==> src/rtl/multicycle_control_if.sv <==
// Control bundle between the multicycle controller and its datapath:
// instruction/flag inputs to the controller and the per-cycle control outputs.
interface multicycle_control_if;
  logic [19:0] Instr;
  logic [3:0]  ALUFlags;
  logic        PCWrite;
  logic        IRWrite;
  logic        RegWrite;
  logic        MemWrite;
  logic        AdrSrc;
  logic        ALUSrcA;
  logic [1:0]  ALUSrcB;
  logic [1:0]  ResultSrc;
  logic [1:0]  ImmSrc;
  logic [1:0]  RegSrc;
  logic [3:0]  ALUControl;
  logic [3:0]  State;

  modport master (
    output Instr, ALUFlags,
    input  PCWrite, IRWrite, RegWrite, MemWrite, AdrSrc, ALUSrcA,
           ALUSrcB, ResultSrc, ImmSrc, RegSrc, ALUControl, State
  );

  modport slave (
    input  Instr, ALUFlags,
    output PCWrite, IRWrite, RegWrite, MemWrite, AdrSrc, ALUSrcA,
           ALUSrcB, ResultSrc, ImmSrc, RegSrc, ALUControl, State
  );
endinterface

==> src/rtl/multicycle_control.sv <==
// Multicycle ARM-subset controller: Moore FSM, ALU decoder, condition check
// against a registered NZCV flags register.
module multicycle_control (
  input  logic                  clk,
  input  logic                  reset,
  multicycle_control_if.slave   bus
);

  typedef enum logic [3:0] {
    S_FETCH  = 4'd0,
    S_DECODE = 4'd1,
    S_MEMADR = 4'd2,
    S_MEMRD  = 4'd3,
    S_MEMWB  = 4'd4,
    S_MEMWR  = 4'd5,
    S_EXECR  = 4'd6,
    S_EXECI  = 4'd7,
    S_ALUWB  = 4'd8,
    S_BRANCH = 4'd9
  } state_t;

  state_t      r_state;
  state_t      w_next;
  logic [3:0]  r_flags;
  logic [3:0]  w_flags_next;

  logic [3:0]  w_cond;
  logic [1:0]  w_op;
  logic [5:0]  w_funct;
  logic [3:0]  w_cmd;
  logic [3:0]  w_alu_dec;
  logic        w_nowrite;
  logic        w_legal;
  logic        w_arith;
  logic        w_condex;
  logic        w_unused_instr;

  assign w_cond         = bus.Instr[19:16];
  assign w_op           = bus.Instr[15:14];
  assign w_funct        = bus.Instr[13:8];
  assign w_cmd          = w_funct[4:1];
  assign w_unused_instr = ^bus.Instr[7:0];

  always_comb begin
    w_alu_dec = 4'b0000;
    w_nowrite = 1'b1;
    w_legal   = 1'b0;
    w_arith   = 1'b0;
    case (w_cmd)
      4'b0100: begin w_alu_dec = 4'b0000; w_nowrite = 1'b0; w_legal = 1'b1; w_arith = 1'b1; end
      4'b0010: begin w_alu_dec = 4'b0001; w_nowrite = 1'b0; w_legal = 1'b1; w_arith = 1'b1; end
      4'b0000: begin w_alu_dec = 4'b0010; w_nowrite = 1'b0; w_legal = 1'b1; end
      4'b1100: begin w_alu_dec = 4'b0011; w_nowrite = 1'b0; w_legal = 1'b1; end
      4'b1010: begin w_alu_dec = 4'b0001; w_nowrite = 1'b1; w_legal = 1'b1; w_arith = 1'b1; end
      default: ;
    endcase
  end

  // Condition is evaluated against committed flags only, never live ALUFlags.
  always_comb begin
    w_condex = 1'b0;
    case (w_cond)
      4'b0000: w_condex = r_flags[2];
      4'b0001: w_condex = ~r_flags[2];
      4'b0010: w_condex = r_flags[1];
      4'b0011: w_condex = ~r_flags[1];
      4'b0100: w_condex = r_flags[3];
      4'b0101: w_condex = ~r_flags[3];
      4'b0110: w_condex = r_flags[0];
      4'b0111: w_condex = ~r_flags[0];
      4'b1000: w_condex = r_flags[1] & ~r_flags[2];
      4'b1001: w_condex = ~r_flags[1] | r_flags[2];
      4'b1010: w_condex = (r_flags[3] == r_flags[0]);
      4'b1011: w_condex = (r_flags[3] != r_flags[0]);
      4'b1100: w_condex = ~r_flags[2] & (r_flags[3] == r_flags[0]);
      4'b1101: w_condex = r_flags[2] | (r_flags[3] != r_flags[0]);
      4'b1110: w_condex = 1'b1;
      default: w_condex = 1'b0;
    endcase
  end

  always_comb begin
    w_flags_next = r_flags;
    if (((r_state == S_EXECR) || (r_state == S_EXECI)) && w_funct[0] && w_condex && w_legal) begin
      w_flags_next[3:2] = bus.ALUFlags[3:2];
      if (w_arith)
        w_flags_next[1:0] = bus.ALUFlags[1:0];
    end
  end

  always_ff @(posedge clk) begin
    if (reset) begin
      r_state <= S_FETCH;
      r_flags <= '0;
    end else begin
      r_state <= w_next;
      r_flags <= w_flags_next;
    end
  end

  always_comb begin
    w_next = S_FETCH;
    case (r_state)
      S_FETCH:  w_next = S_DECODE;
      S_DECODE: begin
        case (w_op)
          2'b00:   w_next = w_funct[5] ? S_EXECI : S_EXECR;
          2'b01:   w_next = S_MEMADR;
          2'b10:   w_next = S_BRANCH;
          default: w_next = S_FETCH;
        endcase
      end
      S_MEMADR: w_next = w_funct[0] ? S_MEMRD : S_MEMWR;
      S_MEMRD:  w_next = S_MEMWB;
      S_EXECR:  w_next = S_ALUWB;
      S_EXECI:  w_next = S_ALUWB;
      default:  w_next = S_FETCH;
    endcase
  end

  always_comb begin
    bus.PCWrite    = 1'b0;
    bus.IRWrite    = 1'b0;
    bus.RegWrite   = 1'b0;
    bus.MemWrite   = 1'b0;
    bus.AdrSrc     = 1'b0;
    bus.ALUSrcA    = 1'b0;
    bus.ALUSrcB    = 2'b00;
    bus.ResultSrc  = 2'b00;
    bus.ALUControl = 4'b0000;
    case (r_state)
      S_FETCH: begin
        bus.IRWrite   = 1'b1;
        bus.PCWrite   = 1'b1;
        bus.ALUSrcA   = 1'b1;
        bus.ALUSrcB   = 2'b10;
        bus.ResultSrc = 2'b10;
      end
      S_DECODE: begin
        bus.ALUSrcA   = 1'b1;
        bus.ALUSrcB   = 2'b10;
        bus.ResultSrc = 2'b10;
      end
      S_MEMADR: bus.ALUSrcB = 2'b01;
      S_MEMRD:  bus.AdrSrc  = 1'b1;
      S_MEMWB: begin
        bus.ResultSrc = 2'b01;
        bus.RegWrite  = w_condex;
      end
      S_MEMWR: begin
        bus.AdrSrc   = 1'b1;
        bus.MemWrite = w_condex;
      end
      S_EXECR:  bus.ALUControl = w_alu_dec;
      S_EXECI: begin
        bus.ALUSrcB    = 2'b01;
        bus.ALUControl = w_alu_dec;
      end
      S_ALUWB:  bus.RegWrite = w_condex & ~w_nowrite;
      S_BRANCH: begin
        bus.ALUSrcB   = 2'b01;
        bus.ResultSrc = 2'b10;
        bus.PCWrite   = w_condex;
      end
      default: ;
    endcase
  end

  assign bus.ImmSrc = w_op;
  assign bus.RegSrc = {(w_op == 2'b01), (w_op == 2'b10)};
  assign bus.State  = r_state;

endmodule

==> src/flat_wrapper.sv <==
// flat-port wrapper written by rule: the top's interface ports become plain ports
module multicycle_control_flat 
  (clk, reset, bus_Instr, bus_ALUFlags, bus_PCWrite, bus_IRWrite, bus_RegWrite, bus_MemWrite, bus_AdrSrc, bus_ALUSrcA, bus_ALUSrcB, bus_ResultSrc, bus_ImmSrc, bus_RegSrc, bus_ALUControl, bus_State);
  multicycle_control_if bus_i ();
  input  logic clk;
  input  logic reset;
  input wire logic [$bits(bus_i.Instr)-1:0] bus_Instr;
  input wire logic [$bits(bus_i.ALUFlags)-1:0] bus_ALUFlags;
  output wire logic [$bits(bus_i.PCWrite)-1:0] bus_PCWrite;
  output wire logic [$bits(bus_i.IRWrite)-1:0] bus_IRWrite;
  output wire logic [$bits(bus_i.RegWrite)-1:0] bus_RegWrite;
  output wire logic [$bits(bus_i.MemWrite)-1:0] bus_MemWrite;
  output wire logic [$bits(bus_i.AdrSrc)-1:0] bus_AdrSrc;
  output wire logic [$bits(bus_i.ALUSrcA)-1:0] bus_ALUSrcA;
  output wire logic [$bits(bus_i.ALUSrcB)-1:0] bus_ALUSrcB;
  output wire logic [$bits(bus_i.ResultSrc)-1:0] bus_ResultSrc;
  output wire logic [$bits(bus_i.ImmSrc)-1:0] bus_ImmSrc;
  output wire logic [$bits(bus_i.RegSrc)-1:0] bus_RegSrc;
  output wire logic [$bits(bus_i.ALUControl)-1:0] bus_ALUControl;
  output wire logic [$bits(bus_i.State)-1:0] bus_State;
  assign bus_i.Instr = bus_Instr;
  assign bus_i.ALUFlags = bus_ALUFlags;
  assign bus_PCWrite = bus_i.PCWrite;
  assign bus_IRWrite = bus_i.IRWrite;
  assign bus_RegWrite = bus_i.RegWrite;
  assign bus_MemWrite = bus_i.MemWrite;
  assign bus_AdrSrc = bus_i.AdrSrc;
  assign bus_ALUSrcA = bus_i.ALUSrcA;
  assign bus_ALUSrcB = bus_i.ALUSrcB;
  assign bus_ResultSrc = bus_i.ResultSrc;
  assign bus_ImmSrc = bus_i.ImmSrc;
  assign bus_RegSrc = bus_i.RegSrc;
  assign bus_ALUControl = bus_i.ALUControl;
  assign bus_State = bus_i.State;
  multicycle_control u_core (.clk(clk), .reset(reset), .bus(bus_i));
endmodule
==> config.mk <==
export PLATFORM = sky130hd
export DESIGN_NAME = multicycle_control_flat
export DESIGN_NICKNAME = d
export VERILOG_FILES = /design/src/rtl/multicycle_control_if.sv /design/src/rtl/multicycle_control.sv /design/src/flat_wrapper.sv
export SDC_FILE = /design/constraint.sdc
export NUM_CORES = 1
export LEC_CHECK = 0
export CAP_MARGIN = 20
export CORE_MARGIN = 2
export CORE_UTILIZATION = 40
export DETAILED_ROUTE_END_ITERATION = 8
export GPL_ROUTABILITY_DRIVEN = 0
export PLACE_DENSITY = 0.84
export SETUP_SLACK_MARGIN = 0.05
export SLEW_MARGIN = 20
export SYNTH_ARGS = -nofsm -noshare
export SYNTH_HDL_FRONTEND = slang
export SYNTH_SLANG_ARGS = --single-unit
==> constraint.sdc <==
create_clock -name clk -period 2 [get_ports clk]
set_input_delay 0.2 -clock clk [delete_from_list [all_inputs] [get_ports clk]]
set_output_delay 0.2 -clock clk [all_outputs]
set_load 0.05 [all_outputs]
==> summary.md <==
| Metric | Value |
|---|---|
| Status | `complete, no violations` |
| Final hold violation count | `0` |
| DPL Wire Length | `about 1.9 mm` |
| # setup viols final | `0` |
| Row count | `16` |
| Peak Freq | `between 500 and 600 MHz` |
| Asr flop ratio synth | `0%` |
| Critical Path RT | `roughly 1.8 ns` |
| Cell with the most instances after synthesis | `nand2b_1` |
| CTS max path bufs | `2` |
| Clock transition at the registers of the reported paths | `0.05 ns` |
| Data arrival, critical path | `1.80 ns` |
| Layout cells sized above 1 | `about two fifths` |
| Clock Latency Late Sink | `~0.25 ns` |
| Pre-antenna DRT Iters | `4` |
| DIE WIDTH | `just under 50 um` |
| R2R depth | `7` |
| Hold_sp | `bus_ALUFlags[0]` |
| CTS tree | `yes` |
| Gate power share | `53.5%` |
| Die H | `49.44 um` |
| Ranking of synthesized cells by area | `dfxtp_1, nand2b_1, mux2i_1` |
| Clock tree sinks | `8` |
| PortBufs | `37` |
| CTS buffer count | `3` |
| IO Pins | `48` |
| Routed vias/inst | `5.500` |
| CTS Root Cell | `clkbuf_4` |
| Fill cell count | `between 100 and 150` |
| Reg2reg setup slack | `roughly 0.28 ns` |
| Final worst path period need | `between 1.5 and 2 ns` |
| Critical Path Source Type | `flip-flop` |
| Max Fanout on Critical Path | `6` |
| Top cell type's share of synthesized area | `around a fifth` |
| Max IR drop VDD | `between 0.3 and 0.4 mV` |
| Initial Utilization | `42.09%` |
| Hold Path Depth | `3` |
| PnR worst setup slack | `~0.0032 ns` |
| Total gr overflow | `0` |
| First-pass GRT wire length | `4.388 mm` |
| Leak pwr | `0.5327 nW` |
| Sequential area share after synthesis | `between 10% and 20%` |
| Clk_skew | `roughly 0.0013 ns` |
| Slew Viols, Final | `0` |
| Crit path kind | `flip-flop to output pin` |
| Worst slack at placement | `-0.3555 ns` |
| DRC Markers | `0` |
| Ys flop type | `dfxtp_1` |
| HP Class | `primary input to flip-flop` |
| Crit path capture type | `output pin` |
| Routed WL | `between 2 and 3 mm` |
| Hold slack | `between 0.5 and 0.6 ns` |
| Slew @ Worst Pin | `roughly 0.55 ns` |
| Max-cap violations | `0` |
| Mapped Cells | `between 100 and 150` |
| Net switching power | `about 280 uW` |
| H-tree depth | `1` |
| Routed vias | `990` |
| Final setup TNS | `0 ns` |
| Area occupied by multi-input gates | `approximately 750 sq um` |
| Int Power | `between 300 and 400 uW` |
| Core area | `0.001962 sq mm` |
| Number of synthesized flops with an enable pin | `0` |
| Register area | `168.9 sq um` |
| Worst R2R Start | `u_core.r_flags[3]` |
| Sw frac | `between 40% and 50%` |
| Clock power share | `18.1%` |
| RSZ-0062 raised after global routing | `true` |
| Initial antenna violation count | `0` |
| #FFs+latches synth | `8` |
| DR WL/cell | `14.57 um` |
| Iter 0 DRT Violations | `27` |
| Final Cycle Share | `roughly 100%` |
| Synth cell types | `40` |
| Nets | `181` |
| Synth-to-Final Area Change | `78.18%` |
| Ys Warns | `0` |
| Worst R2R End | `u_core.r_flags[2]` |
| Number of global-route vias before repair | `964` |
| Post-CTS Hold Fix Bufs | `0` |
| Largest net degree at the start of global routing | `20` |
| Pwr/cell area | `451.0 mW/mm^2` |
| Flop pwr share | `about 28%` |
| Hold Path Sink | `u_core.r_flags[0]` |
| Syn avg cell area | `approximately 7.4 sq um` |
| Cell Area, Synth | `~830 sq um` |
| Leading area contributor after synthesis | `dfxtp_1` |
| Max-slew headroom | `63.48%` |
| Post-DRT Antenna Nets | `0` |
| GRT Overall Usage | `a little under a quarter` |
| Diode count | `0` |
| Die ar. | `approximately 0.0024 sq mm` |
| List of most frequent post-synthesis cells | `nand2b_1, dfxtp_1, nor2_1` |
stage by stage:
step	total power, mW	std cells	utilization [%]	cell area (sq um)
floorplan	0.3955	113	-	907.1
global placement	0.5208	175	69.45	1363
detailed placement	0.5282	175	69.45	1363
CTS	0.6638	179	74.17	1455
global route	0.7026	180	75.00	1471
finish	0.6636	180	75.00	1471
cell usage in the layout, fill, tap and decap left out, types with 3 or more instances in the layout:
cell and n:
clkdlybuf4s50_1 14, o21ai_0 4, nor2b_1 4, a21oi_1 4
nor2_1 8, buf_4 21, mux2i_1 4, nand2b_1 15
nor4_4 3, buf_12 8, nand2_1 6, dfxtp_1 3
clkbuf_4 3, a31oi_1 3, dlygate4sd2_1 4, nor3_2 4
dfxtp_2 4
layer usage:
metal,up-vias,part of all wire [%],track usage [%]
met2,36,53,38.29
met3,4,4.9,4.908
met1,464,41,29.32
met4,0,0.88,6.019
li1,486,-,-
met5,-,0,0
sequential cells by signal (all words and copies together) (netlist names):
| name | flops |
|---|---|
| u_core.bus.State | 4 |
| u_core.r_flags | 4 |
area by class of cell:
class | count | area share (%)
clock buffer | 3 | 1.531
inverter | 2 | 0.5102
multi-input combinational | 93 | 50.68
sequential | 8 | 11.48
tap | 27 | 2.296
timing repair buffer | 47 | 33.50
worst max-delay path: stages, from the launching register on:
cell and delay (ns):
dfxtp_4 0.37, nand2b_4 0.15, a32oi_2 0.24, mux2i_2 0.28
and3_4 0.27, o21bai_4 0.09, buf_12 0.15
how the worst max path moves through the flow:
| stage | start | to | slack (ns) | depth (start not counted) |
|---|---|---|---|---|
| 6_report | u_core.r_flags[3] | bus_PCWrite | 0.003 | 6 |
| 5_1_grt | bus_Instr[18] | bus_RegWrite | -0.07 | 7 |
| 4_1_cts | u_core.r_flags[2] | bus_RegWrite | 0.05 | 6 |
| 3_5_place_dp | bus_Instr[19] | bus_RegWrite | -0.36 | 7 |
| 3_3_place_gp | bus_Instr[18] | bus_RegWrite | -0.30 | 7 |
| 2_1_floorplan | u_core.bus.State[0] | bus_PCWrite | -0.21 | 3 |
power by group through the flow:
| stage | logic [mW] | registers (mW) | clock network, mW |
|---|---|---|---|
| final | 0.355 | 0.189 | 0.120 |
| after global routing | 0.373 | 0.191 | 0.139 |
| after CTS | 0.349 | 0.188 | 0.126 |
| after detailed placement | 0.337 | 0.192 | 0 |
| after global placement | 0.330 | 0.191 | 0 |
| after floorplan | 0.204 | 0.191 | 0 |
what timing repair did:
action                                 in CTS  in global routing
gates resized for setup                    19                  2
endpoints found under the hold margin       0                  0
setup buffers                               1                  1
setup endpoints to repair                   3                  4
pin swaps                                   6                  2
cell families after synthesis:
family	synth area share, %
flip-flops	19.39
buffers and inverters	8.333
multiplexers	7.273
AND/OR/NAND/NOR	43.48
AO/OA/AOI/OAI	17.88
XOR/XNOR	3.182
other	0.4541
No activity file was read; power rests on OpenSTA's default activity.
